==> config.mk <==
export PLATFORM = sky130hd
export DESIGN_NAME = mem_port_pipe
export DESIGN_NICKNAME = d
export VERILOG_FILES = /design/src/rtl/mem_port_pkg.sv /design/src/rtl/mem_port_req_fifo.sv /design/src/rtl/mem_port_pipe.sv
export SDC_FILE = /design/constraint.sdc
export NUM_CORES = 1
export LEC_CHECK = 0
export ABC_CLOCK_PERIOD_IN_PS = 3950
export BUFFER_PORTS_ARGS = -buffer_cell sky130_fd_sc_hd__buf_2
export CAP_MARGIN = 25
export CELL_PAD_IN_SITES_DETAIL_PLACEMENT = 0
export CELL_PAD_IN_SITES_GLOBAL_PLACEMENT = 2
export CORE_UTILIZATION = 32
export CTS_CLUSTER_SIZE = 12
export DETAILED_ROUTE_END_ITERATION = 10
export PLACE_DENSITY = 0.79
export SYNTH_ARGS = -nofsm -noshare
export SYNTH_HDL_FRONTEND = slang
export SYNTH_SLANG_ARGS = --single-unit
==> constraint.sdc <==
create_clock -name clk_i -period 3.95 [get_ports clk_i]
set_input_delay 0.395 -clock clk_i [delete_from_list [all_inputs] [get_ports clk_i]]
set_output_delay 0.395 -clock clk_i [all_outputs]
set_load 0.02 [all_outputs]
==> src/rtl/mem_port_pkg.sv <==
// mem_port_pkg: shared helpers and the request payload layout for mem_port_pipe.
// The payload struct is a macro so each instance picks its own widths.
`ifndef MEM_PORT_PKG_SV
`define MEM_PORT_PKG_SV

`define MEM_PORT_REQ_T(AW, DW, SW) \
  struct packed { \
    logic [AW-1:0] addr; \
    logic          we; \
    logic [DW-1:0] wdata; \
    logic [SW-1:0] strb; \
  }

package mem_port_pkg;

  function automatic int cnt_width(input int max_out);
    return $clog2(max_out + 1);
  endfunction

  function automatic int ptr_width(input int depth);
    return (depth > 1) ? $clog2(depth) : 1;
  endfunction

endpackage

`endif

==> src/rtl/mem_port_req_fifo.sv <==
// mem_port_req_fifo: request payload FIFO with registered storage.
// The head reads as zero while empty so idle downstream fields stay quiet.
module mem_port_req_fifo
  import mem_port_pkg::*;
#(
  parameter int Width = 8,
  parameter int Depth = 2
) (
  input  logic             clk_i,
  input  logic             rst_i,
  input  logic             push_i,
  input  logic [Width-1:0] data_i,
  input  logic             pop_i,
  output logic [Width-1:0] data_o,
  output logic             full_o,
  output logic             empty_o
);

  localparam int PtrW = ptr_width(Depth);
  localparam int CntW = cnt_width(Depth);

  logic [Width-1:0] r_mem [Depth];
  logic [PtrW-1:0]  r_wptr;
  logic [PtrW-1:0]  r_rptr;
  logic [CntW-1:0]  r_cnt;
  logic             w_push;
  logic             w_pop;

  function automatic logic [PtrW-1:0] ptr_inc(
    input logic [PtrW-1:0] p
  );
    return (p == PtrW'(Depth - 1)) ? '0 : p + 1'b1;
  endfunction

  assign full_o  = (r_cnt == CntW'(Depth));
  assign empty_o = (r_cnt == '0);
  assign w_push  = push_i && !full_o;
  assign w_pop   = pop_i && !empty_o;
  assign data_o  = empty_o ? '0 : r_mem[r_rptr];

  always_ff @(posedge clk_i) begin
    if (w_push) begin
      r_mem[r_wptr] <= data_i;
    end
  end

  always_ff @(posedge clk_i) begin
    if (rst_i) begin
      r_wptr <= '0;
      r_rptr <= '0;
      r_cnt  <= '0;
    end else begin
      if (w_push) begin
        r_wptr <= ptr_inc(r_wptr);
      end
      if (w_pop) begin
        r_rptr <= ptr_inc(r_rptr);
      end
      unique case ({w_push, w_pop})
        2'b10:   r_cnt <= r_cnt + 1'b1;
        2'b01:   r_cnt <= r_cnt - 1'b1;
        default: ;
      endcase
    end
  end

endmodule

==> src/rtl/mem_port_pipe.sv <==
// mem_port_pipe: timing-cut stage on one req/gnt + rvalid/rdata memory port.
// Define MEM_PORT_PIPE_RSP_REG_EN to add a one-cycle response register.
module mem_port_pipe
  import mem_port_pkg::*;
#(
  parameter  int AddrWidth      = 32,
  parameter  int DataWidth      = 64,
  localparam int StrbWidth      = DataWidth / 8,
  parameter  int ReqDepth       = 2,
  parameter  int MaxOutstanding = 8,
  localparam int CntWidth       = cnt_width(MaxOutstanding)
) (
  input  logic                 clk_i,
  input  logic                 rst_i,
  input  logic                 in_req_i,
  output logic                 in_gnt_o,
  input  logic [AddrWidth-1:0] in_addr_i,
  input  logic                 in_we_i,
  input  logic [DataWidth-1:0] in_wdata_i,
  input  logic [StrbWidth-1:0] in_strb_i,
  output logic                 in_rvalid_o,
  output logic [DataWidth-1:0] in_rdata_o,
  output logic                 out_req_o,
  input  logic                 out_gnt_i,
  output logic [AddrWidth-1:0] out_addr_o,
  output logic                 out_we_o,
  output logic [DataWidth-1:0] out_wdata_o,
  output logic [StrbWidth-1:0] out_strb_o,
  input  logic                 out_rvalid_i,
  input  logic [DataWidth-1:0] out_rdata_i,
  output logic                 busy_o,
  output logic [CntWidth-1:0]  outstanding_o
);

  typedef `MEM_PORT_REQ_T(AddrWidth, DataWidth, StrbWidth) mem_req_payload_t;

  mem_req_payload_t    w_push_pl;
  mem_req_payload_t    w_head;
  logic                w_full;
  logic                w_empty;
  logic                w_acc;
  logic                w_pop;
  logic                w_rsp_pending;
  logic [CntWidth-1:0] r_cnt;
  logic [CntWidth-1:0] w_cnt_nxt;

  assign w_push_pl.addr  = in_addr_i;
  assign w_push_pl.we    = in_we_i;
  assign w_push_pl.wdata = in_wdata_i;
  assign w_push_pl.strb  = in_strb_i;

  // Grant looks only at registered state, never at in_req_i.
  assign in_gnt_o = !w_full && (r_cnt < CntWidth'(MaxOutstanding));
  assign w_acc    = in_req_i && in_gnt_o;

  mem_port_req_fifo #(
    .Width ($bits(mem_req_payload_t)),
    .Depth (ReqDepth)
  ) u_req_fifo (
    .clk_i   (clk_i),
    .rst_i   (rst_i),
    .push_i  (w_acc),
    .data_i  (w_push_pl),
    .pop_i   (w_pop),
    .data_o  (w_head),
    .full_o  (w_full),
    .empty_o (w_empty)
  );

  assign out_req_o   = !w_empty;
  assign w_pop       = out_req_o && out_gnt_i;
  assign out_addr_o  = w_head.addr;
  assign out_we_o    = w_head.we;
  assign out_wdata_o = w_head.wdata;
  assign out_strb_o  = w_head.strb;

`ifdef MEM_PORT_PIPE_RSP_REG_EN
  logic                 r_rvalid;
  logic [DataWidth-1:0] r_rdata;

  always_ff @(posedge clk_i) begin
    if (rst_i) begin
      r_rvalid <= 1'b0;
      r_rdata  <= '0;
    end else begin
      r_rvalid <= out_rvalid_i;
      if (out_rvalid_i) begin
        r_rdata <= out_rdata_i;
      end
    end
  end

  assign in_rvalid_o   = r_rvalid;
  assign in_rdata_o    = r_rdata;
  assign w_rsp_pending = r_rvalid;
`else
  assign in_rvalid_o   = out_rvalid_i;
  assign in_rdata_o    = out_rdata_i;
  assign w_rsp_pending = 1'b0;
`endif

  // A stray response at zero must not wrap the counter.
  always_comb begin
    w_cnt_nxt = r_cnt;
    unique case ({w_acc, in_rvalid_o})
      2'b10:   w_cnt_nxt = r_cnt + 1'b1;
      2'b01:   w_cnt_nxt = (r_cnt == '0) ? '0 : r_cnt - 1'b1;
      default: ;
    endcase
  end

  always_ff @(posedge clk_i) begin
    if (rst_i) begin
      r_cnt <= '0;
    end else begin
      r_cnt <= w_cnt_nxt;
    end
  end

  assign outstanding_o = r_cnt;
  assign busy_o        = (r_cnt != '0) || !w_empty;

  a_no_orphan_rsp: assert property (
    @(posedge clk_i) disable iff (rst_i)
    !(out_rvalid_i && (r_cnt == '0) && !w_rsp_pending)
  );

endmodule

# --- Yosys cells after proc, flatten, opt, wreduce, memory -nomap -nowiden ---
# Memories as Yosys holds them, arrays and structs flattened. A register that Yosys moved wholly into a read port is not among the register bits.
# Cells that the tools add are included.
op_classes:
  addsub: 6
  magnitude_cmp: 1
  n_eq_ne: 5
  muxes: 10
  reduce_logical: 13
ops:
  columns: ["operator", "n"]
  rows:
  - ["$mux 105", 1]
  - ["$pmux 4 s2", 1]
  - ["$eq 2x2->1 const B", 3]
  - ["$mux 1", 6]
  - ["$logic_and 1x1->1", 5]
  - ["$add 4x1->4 const B", 1]
  - ["$eq 2x1->1 const B", 2]
  - ["$logic_not 4->1", 1]
  - ["$lt 4x4->1 const B", 1]
  - ["$mux 4", 1]
  - ["$pmux 2 s2", 1]
  - ["$reduce_bool 2->1", 2]
  - ["$reduce_bool 4->1", 1]
  - ["$sub 4x1->4 const B", 1]
  - ["$add 1x1->1 const B", 2]
  - ["$add 2x1->2 const B", 1]
  - ["$logic_not 1->1", 2]
  - ["$logic_not 2->1", 1]
  - ["$sub 2x1->2 const B", 1]
  - ["$logic_or 1x1->1", 1]
totals:
  regBits: 8
  ram_bits: 210
  in_bits: 174
  n_memories: 1
memory_table:
  columns: ["memory", "depth", "width", "read_ports", "rd_ports_with_merged_regs", "wr", "line_no", "source"]
  rows:
  - ["u_req_fifo.r_mem", 2, 105, 1, 1, 1, "mem_port_req_fifo.sv:22", "logic [Width-1:0] r_mem [Depth];"]

# --- Depth between registers and ports, before layout ---
# Gate-level depths: netlist of the first run.
logic_depth:
  word_depth: 7
  mapped_depth: 7

# --- By module ---
# Synthesis of the first run repeated with hierarchy kept, for this count alone.
hier_totals:
  hier_cells: 581
  area_unflattened_um2: 8931.1
modules_own_cells:
  columns: ["mod", "n_inst", "cells_each", "area_each_um2", "seq_area_each_um2"]
  rows:
  - ["mem_port_req_fifo", 1, 470, 8101.5, 6406.1]
  - ["mem_port_pipe", 1, 111, 829.5, 80.1]

# --- Least setup slack after synthesis of the first run ---
# Ideal clock, no wire load.
synth_timing:
  path_type: "register to register"
  start: "register r_cnt[3] (netlist: outstanding_o[3])"
  end: "memory u_req_fifo.r_mem[1][0] in the netlist's numbering (enable)"
  t_arrival_ps: 3449
  setup_slack_ps: 25
  stages_incl_launch_ff: 4
  period_less_slack_ps: 3925
  cell_sequence: "dfxtp_1 > buf_2 > nor2_1 > and3_1"
synth_between:
  elab_chain_cells: 6
synth_rtl:
  columns: ["item", "line_no", "source"]
  rows:
  - ["from (decl)", "mem_port_pipe.sv:44", "logic [CntWidth-1:0] r_cnt;"]
  - ["from (signal assigned)", "mem_port_pipe.sv:116", "r_cnt <= w_cnt_nxt;"]
  - ["$lt 4x4->1", "mem_port_pipe.sv:53", "assign in_gnt_o = !w_full && (r_cnt < CntWidth'(MaxOutstanding));"]
  - ["$logic_and 1x1->1", "mem_port_pipe.sv:53", null]
  - ["net in_gnt_o", "mem_port_pipe.sv:16", "output logic in_gnt_o,"]
  - ["$logic_and 1x1->1", "mem_port_pipe.sv:54", "assign w_acc = in_req_i && in_gnt_o;"]
  - ["$logic_and 1x1->1", "mem_port_req_fifo.sv:37", "assign w_push = push_i && !full_o;"]
  - ["$mux 1", "mem_port_req_fifo.sv:42", "if (w_push) begin"]
  - ["$mux 1 (implied by the code)", "mem_port_req_fifo.sv:43", "r_mem[r_wptr] <= data_i;"]
  - ["to (decl)", "mem_port_req_fifo.sv:22", null]
# The timed path passes the listed nets, and every way through them passes these cells.

==> results.yml, run 1 <==
sta:
  slew_viol_final: 0
  tightest_slew_ns: 0.817
  hold_ws_ns: 0.0471
  finalCritPeriodShare: 0.707
  fin_worst_skew_ns: 0.0307
  fin_crit_ns: 2.79
  worst_slack_ns: 1.16
  fmax_mhz: 358
  finalSetupViolations: 0
  tns_ns: 0
  grt_setup_unrepaired: "no"
  relSlewSlack: 0.456
  hold_viol: 0
finish:
  final_common_cell: "buf_2"
  drive_gt1_frac: 0.349
  layout_common_cells: "buf_2, edfxtp_1, nor2_1"
  syn2layout_area_growth_pct: 20.6
  final_area_mm2: 0.0107
  final_cells: 1126
  fin_nets: 916
  diodes: 0
worst_setup_path:
  path_cells: "buf_4 > mux2i_1 > nor2_1 > buf_2"
  path_buf_inv: 2
  worst-path-stages: 4
  arrival_ns: 2.40
  cpPeakStageDelay_ns: 0.82
  worst_setup_path_start_kind: "flop"
  timing_worst_setup_path_type: "reg -> out"
  critPathTopFamily: "flip-flops"
  required_ns: 3.56
  cp-end-kind: "output port"
  crit_path_max_fanout: 41
  worst_path_max_delay_cell: "dfxtp_4"
  r2r_cells: 4
global_routing:
  grt_max_degree: 81
  grt_antenna_before_repair: 5
  gr-usage-all-layers: 0.139
  grt_pass1_wl_um: 29900
  grt_overflow_total: 0
  grt_pass1_vias: 5080
clock_tree:
  clkTransAtPathRegs_ns: 0.06
  cts_buffers: 24
  post-cts-setup-buffer-count: 0
  htreeDepth: 1
  clock_path_buffers: 3
  hold_buffers: 0
  cts_sinks: 219
  cts_tree: "yes"
  post_cts_resized: 0
  clock_latency_ns: 0.53
  root_buffer: "clkbuf_16"
die:
  fp.dieArea_mm2: 0.0285
  rows: 60
  core_mm2: 0.0271
  die_h_um: 169
  start_util: 0.328
  pin_count: 351
  die_x_um: 169
logic_synthesis:
  synth.distinct_cells: 32
  syn_avg_cell_area_um2: 15.5
  yosysSeqAreaShare: 0.729
  synthCells: 575
  synth_seq_cells: 219
  syn_area_mm2: 0.00890
  synth_nets: 753
  yosysWarnings: 0
pwr:
  p_int_mw: 5.16
  pwr_density_cell_mw_per_mm2: 745
  pwr-share-clk: 0.269
  switching_share: 0.355
  peakVddDrop_mv: 0.423
  comb_power_share: 0.335
  p_leak_nw: 4.08
  seqPwrFrac: 0.395
  switchingPower_mw: 2.83
placement:
  port_buffers: 222
  placed_cells: 1084
  pre_cts_ws_ns: 1.49
  place_area_mm2: 0.00996
  gp_congestion: 0.715
  dpl.hpwl_um: 14000
detailed_routing:
  drt_first_pass_iters: 4
  drt_iter0_drc: 216
  ant_nets: 0
  routed_via_density: 4.43
  drt_wl_total_um: 20500
  via_count: 4987
  drc_errors: 0
  routedWlPerCell_um: 18.2
status:
  status: "finished clean"
min_path:
  hp-class: "in -> reg"
  hold_depth: 1
job:
  maxCapViolations: 0
worst paths after layout:
kind / to / slack, ns / startpoint
max: out_wdata_o[1] / 1.16 / flop
min: u_req_fifo.r_mem[0][20] / 0.05 / in_wdata_i[12]
max reg2reg: u_req_fifo.r_mem[0][50] / 1.53 / u_req_fifo.r_cnt[0]
min reg2reg: u_req_fifo.r_wptr / 0.49 / u_req_fifo.r_wptr
layer usage:
| metal | wire (µm) | part of all wire | vias to the layer above | GRT usage |
|---|---|---|---|---|
| met5 | 59 | 0.0029 | - | 0 |
| met4 | 839 | 0.041 | 10 | 0.0632 |
| met3 | 2190 | 0.11 | 72 | 0.0601 |
| met2 | 9920 | 0.48 | 215 | 0.236 |
| met1 | 7510 | 0.37 | 2342 | 0.150 |
| li1 | - | - | 2348 | - |
power groups by stage:
stage	Clock, mW	Combinational, mW	Sequential, mW
5_1_grt	2.31	2.91	3.20
3_3_place_gp	0	2.75	3.20
6_report	2.15	2.68	3.16
4_1_cts	2.23	2.76	3.17
3_5_place_dp	0	2.74	3.21
2_1_floorplan	0	1.97	3.13
cell type report:
type	instances	area (µm²)
Fill cell	2576	16400
Sequential cell	219	6490
Multi-Input combinational cell	258	1770
Timing Repair Buffer	228	1210
Clock buffer	33	654
Tap cell	372	465
Clock inverter	9	115
Inverter	7	28.8
stage by stage:
step | total power, mW | utilization
4_1_cts | 8.16 | 0.396
2_1_floorplan | 5.10 | -
6_report | 7.99 | 0.396
3_5_place_dp | 5.95 | 0.368
5_1_grt | 8.41 | 0.396
3_3_place_gp | 5.95 | 0.368
worst reg2reg max path, delay by kind of cell, from the launching register on:
family	cells	cell delay, ns
buffers and inverters	2	0.95
AND/OR/NAND/NOR	2	0.62
flip-flops	1	0.45
cells by family after synthesis:
| logic type | count (synthesis) | synth area share |
|---|---|---|
| AOI/OAI and AO/OA | 19 | 0.0135 |
| xor gates and xnor gates | 3 | 0.00295 |
| adders and majority gates | 4 | 0.00562 |
| buffers and inverters | 98 | 0.0730 |
| DFF | 219 | 0.729 |
| muxes | 106 | 0.119 |
| and+or+nand+nor | 126 | 0.0568 |
flip-flops by register name, indices dropped and copies added (netlist names), named ones only:
| signal | count |
|---|---|
| u_req_fifo.r_rptr | 1 |
| u_req_fifo.r_wptr | 1 |
| u_req_fifo.r_cnt | 2 |
| outstanding_o | 4 |
| u_req_fifo.r_mem | 210 |
Yosys cell counts:
cell type	number	area share
a211o_1	2	0.0020
a21oi_1	5	0.0028
a311oi_1	1	0.00098
a31oi_1	2	0.0014
and3_1	1	0.00070
buf_1	1	0.00042
buf_2	12	0.0067
buf_4	71	0.060
clkbuf_1	7	0.0030
dfxtp_1	9	0.020
edfxtp_1	210	0.71
ha_1	4	0.0056
inv_1	7	0.0030
mux2i_1	106	0.12
nand2_1	2	0.00084
nand2b_1	1	0.00070
nand3_1	1	0.00056
nand4_1	1	0.00070
nor2_1	111	0.047
nor2_2	1	0.00070
nor2b_1	2	0.0014
nor3_1	1	0.00056
nor3b_1	1	0.00084
o21a_1	1	0.00084
o21ai_0	5	0.0028
o22ai_1	1	0.00070
o311a_1	1	0.0011
o31ai_1	1	0.00084
or3_1	3	0.0021
or4_1	1	0.00084
xnor2_1	1	0.00098
xor2_1	2	0.0020
(Power assumes the default switching activity.)
==> inputs of run 2 (changes only) <==
- ABC_CLOCK_PERIOD_IN_PS: 3950 -> 2310
- CORE_UTILIZATION: 32 -> 29
- PLACE_DENSITY: 0.79 -> 0.75
- clock period: 3.95 -> 2.31 ns (I/O delays scaled with it)
==> run 2 against run 1 <==
  * Hold slack improved by 0.13 ns
  * Die area increased by 10%
  * Clock skew decreased by 0.019 ns
  * Combinational power increased by 85%
  * Sequential power is 66% higher
  * Clock-buffer cell count down 2
  * Cell area is 11% higher
  * Final cell count up 11%
  * Register-to-register slack lost 0.98 ns
  * Global-route usage shrank 2.3 points
  * Sequential cell count did not move
  * Critical path type unchanged
  * Largest cell class unchanged
==> results.yml, run 2 (synthesis results as in run 1) <==
worst_setup_path:
  timing.rr.start: "outstanding_o[3]"
  r2r_end: "u_req_fifo.r_mem[0][8]"
  crit_path_max_fanout: 9
  r2r_slack_ns: 0.55
  crit_end: "busy_o"
  r2r_cells: 3
  cp-startpoint: "outstanding_o[0]"
  required_ns: 2.08
  worst_setup_path_start_kind: "flop"
  cp-end-kind: "output port"
  timing_worst_setup_path_type: "reg -> out"
  arrival_ns: 1.90
clock_tree:
  cts_tree: "yes"
  clock_path_buffers: 3
  cts_sinks: 219
  clkTransAtPathRegs_ns: 0.06
  htreeDepth: 1
  root_buffer: "clkbuf_16"
  hold_buffers: 106
  clock_latency_ns: 0.51
  post_cts_resized: 0
  post-cts-setup-buffer-count: 0
  cts_buffers: 24
finish:
  top_register: "u_req_fifo.r_mem"
  final_area_mm2: 0.0119
  diodes: 0
  fillCellCount: 2829
  syn2layout_area_growth_pct: 33.6
  register_area_mm2: 0.00649
  layout_common_cells: "buf_2, edfxtp_1, nor2_1"
  final_common_cell: "buf_2"
  drive_gt1_frac: 0.314
  multi_input_area_mm2: 0.00178
  largest_reg_flops: 210
  fin_nets: 1024
sta:
  hold_ws_ns: 0.181
  fmax_mhz: 469
  tightest_slew_ns: 0.459
  hold_viol: 0
  fin_worst_skew_ns: 0.0120
  fin_crit_ns: 2.13
  finalSetupViolations: 0
  finalCritPeriodShare: 0.923
  relSlewSlack: 0.694
  slew_viol_final: 0
  tns_ns: 0
  grt_setup_unrepaired: "no"
pwr:
  peakVddDrop_mv: 0.771
  p_leak_nw: 4.55
  pwr_density_cell_mw_per_mm2: 1170
  power_mw: 13.9
min_path:
  hp-class: "in -> reg"
die:
  pin_count: 351
  core_mm2: 0.0299
  start_util: 0.298
  die_h_um: 177
  fp.dieArea_mm2: 0.0314
  die_x_um: 177
  rows: 63
global_routing:
  gr-usage-met1: 0.131
  gr-usage-all-layers: 0.117
  top_usage_layer: "met2"
  grtUsageMet3: 0.0369
  grt_pass1_vias: 5577
  grt_max_degree: 61
  use_met2: 0.207
  grt_overflow_total: 0
  grt_antenna_before_repair: 0
  grt_pass1_wl_um: 28700
detailed_routing:
  drt_first_pass_iters: 4
  drt_wl_total_um: 18800
  routedWlPerCell_um: 15.0
  ant_nets: 0
  drc_errors: 0
  routed_via_density: 4.25
  via_count: 5314
  drt_iter0_drc: 191
status:
  status: "finished clean"
placement:
  gp_congestion: 0.702
  place_area_mm2: 0.0101
  dpl.hpwl_um: 11400
  port_buffers: 222
job:
  maxCapViolations: 0
## run 2: cell count changes in the layout (fill, tap and decap cells not counted), sizes merged
cell / before / now
buf: 228 / 230
inv: 7 / 6
clkinv: 7 / 6
clkbuf: 33 / 31
clkinvlp: 0 / 1
bufinv: 2 / 3
dlygate4sd3: 0 / 106
## run 2: how the worst min path moves through the flow
stage / depth (start not counted) / to / from
6_report: 4 / u_req_fifo.r_rptr / out_gnt_i
3_3_place_gp: 1 / u_req_fifo.r_mem[0][100] / in_addr_i[27]
2_1_floorplan: 0 / u_req_fifo.r_mem[0][0] / in_strb_i[0]
3_5_place_dp: 1 / u_req_fifo.r_mem[0][97] / in_addr_i[24]
5_1_grt: 4 / u_req_fifo.r_wptr / in_req_i
4_1_cts: 4 / u_req_fifo.r_wptr / in_req_i
## run 2: metal layers
layer / share of wire / routed length (µm)
met2: 0.49 / 9190
met5: 0 / 0
met3: 0.080 / 1500
met1: 0.40 / 7550
met4: 0.028 / 530
## run 2: worst max-delay path: stages (launching register included)
cell and delay [ns]:
dfxtp_1 0.39, inv_1 0.09, ha_1 0.22, nor3b_1 0.41
nand2_1 0.11, buf_2 0.17
## run 2: area by class of cell
type / instances / share of cell area
sequential: 219 / 0.546
multi-input combinational: 258 / 0.150
clock buffer: 31 / 0.0545
clock inverter: 9 / 0.00978
timing repair buffer: 336 / 0.196
tap: 390 / 0.0410
inverter: 7 / 0.00252
## run 2: where the power goes
group	internal [mW]	total, mW	switching [mW]
registers	5.08	5.26	0.183
logic	1.75	4.97	3.21
clock network	2.29	3.71	1.42
total	9.12	13.9	4.82
## run 2: per-stage QoR
stage,utilization,instances,setup slack (ns)
3_3_place_gp,0.337,1104,0.572
4_1_cts,0.398,1250,0.144
3_5_place_dp,0.337,1104,0.567
5_1_grt,0.398,1250,0.0417
2_1_floorplan,-,575,-0.243
6_report,0.398,1250,0.179
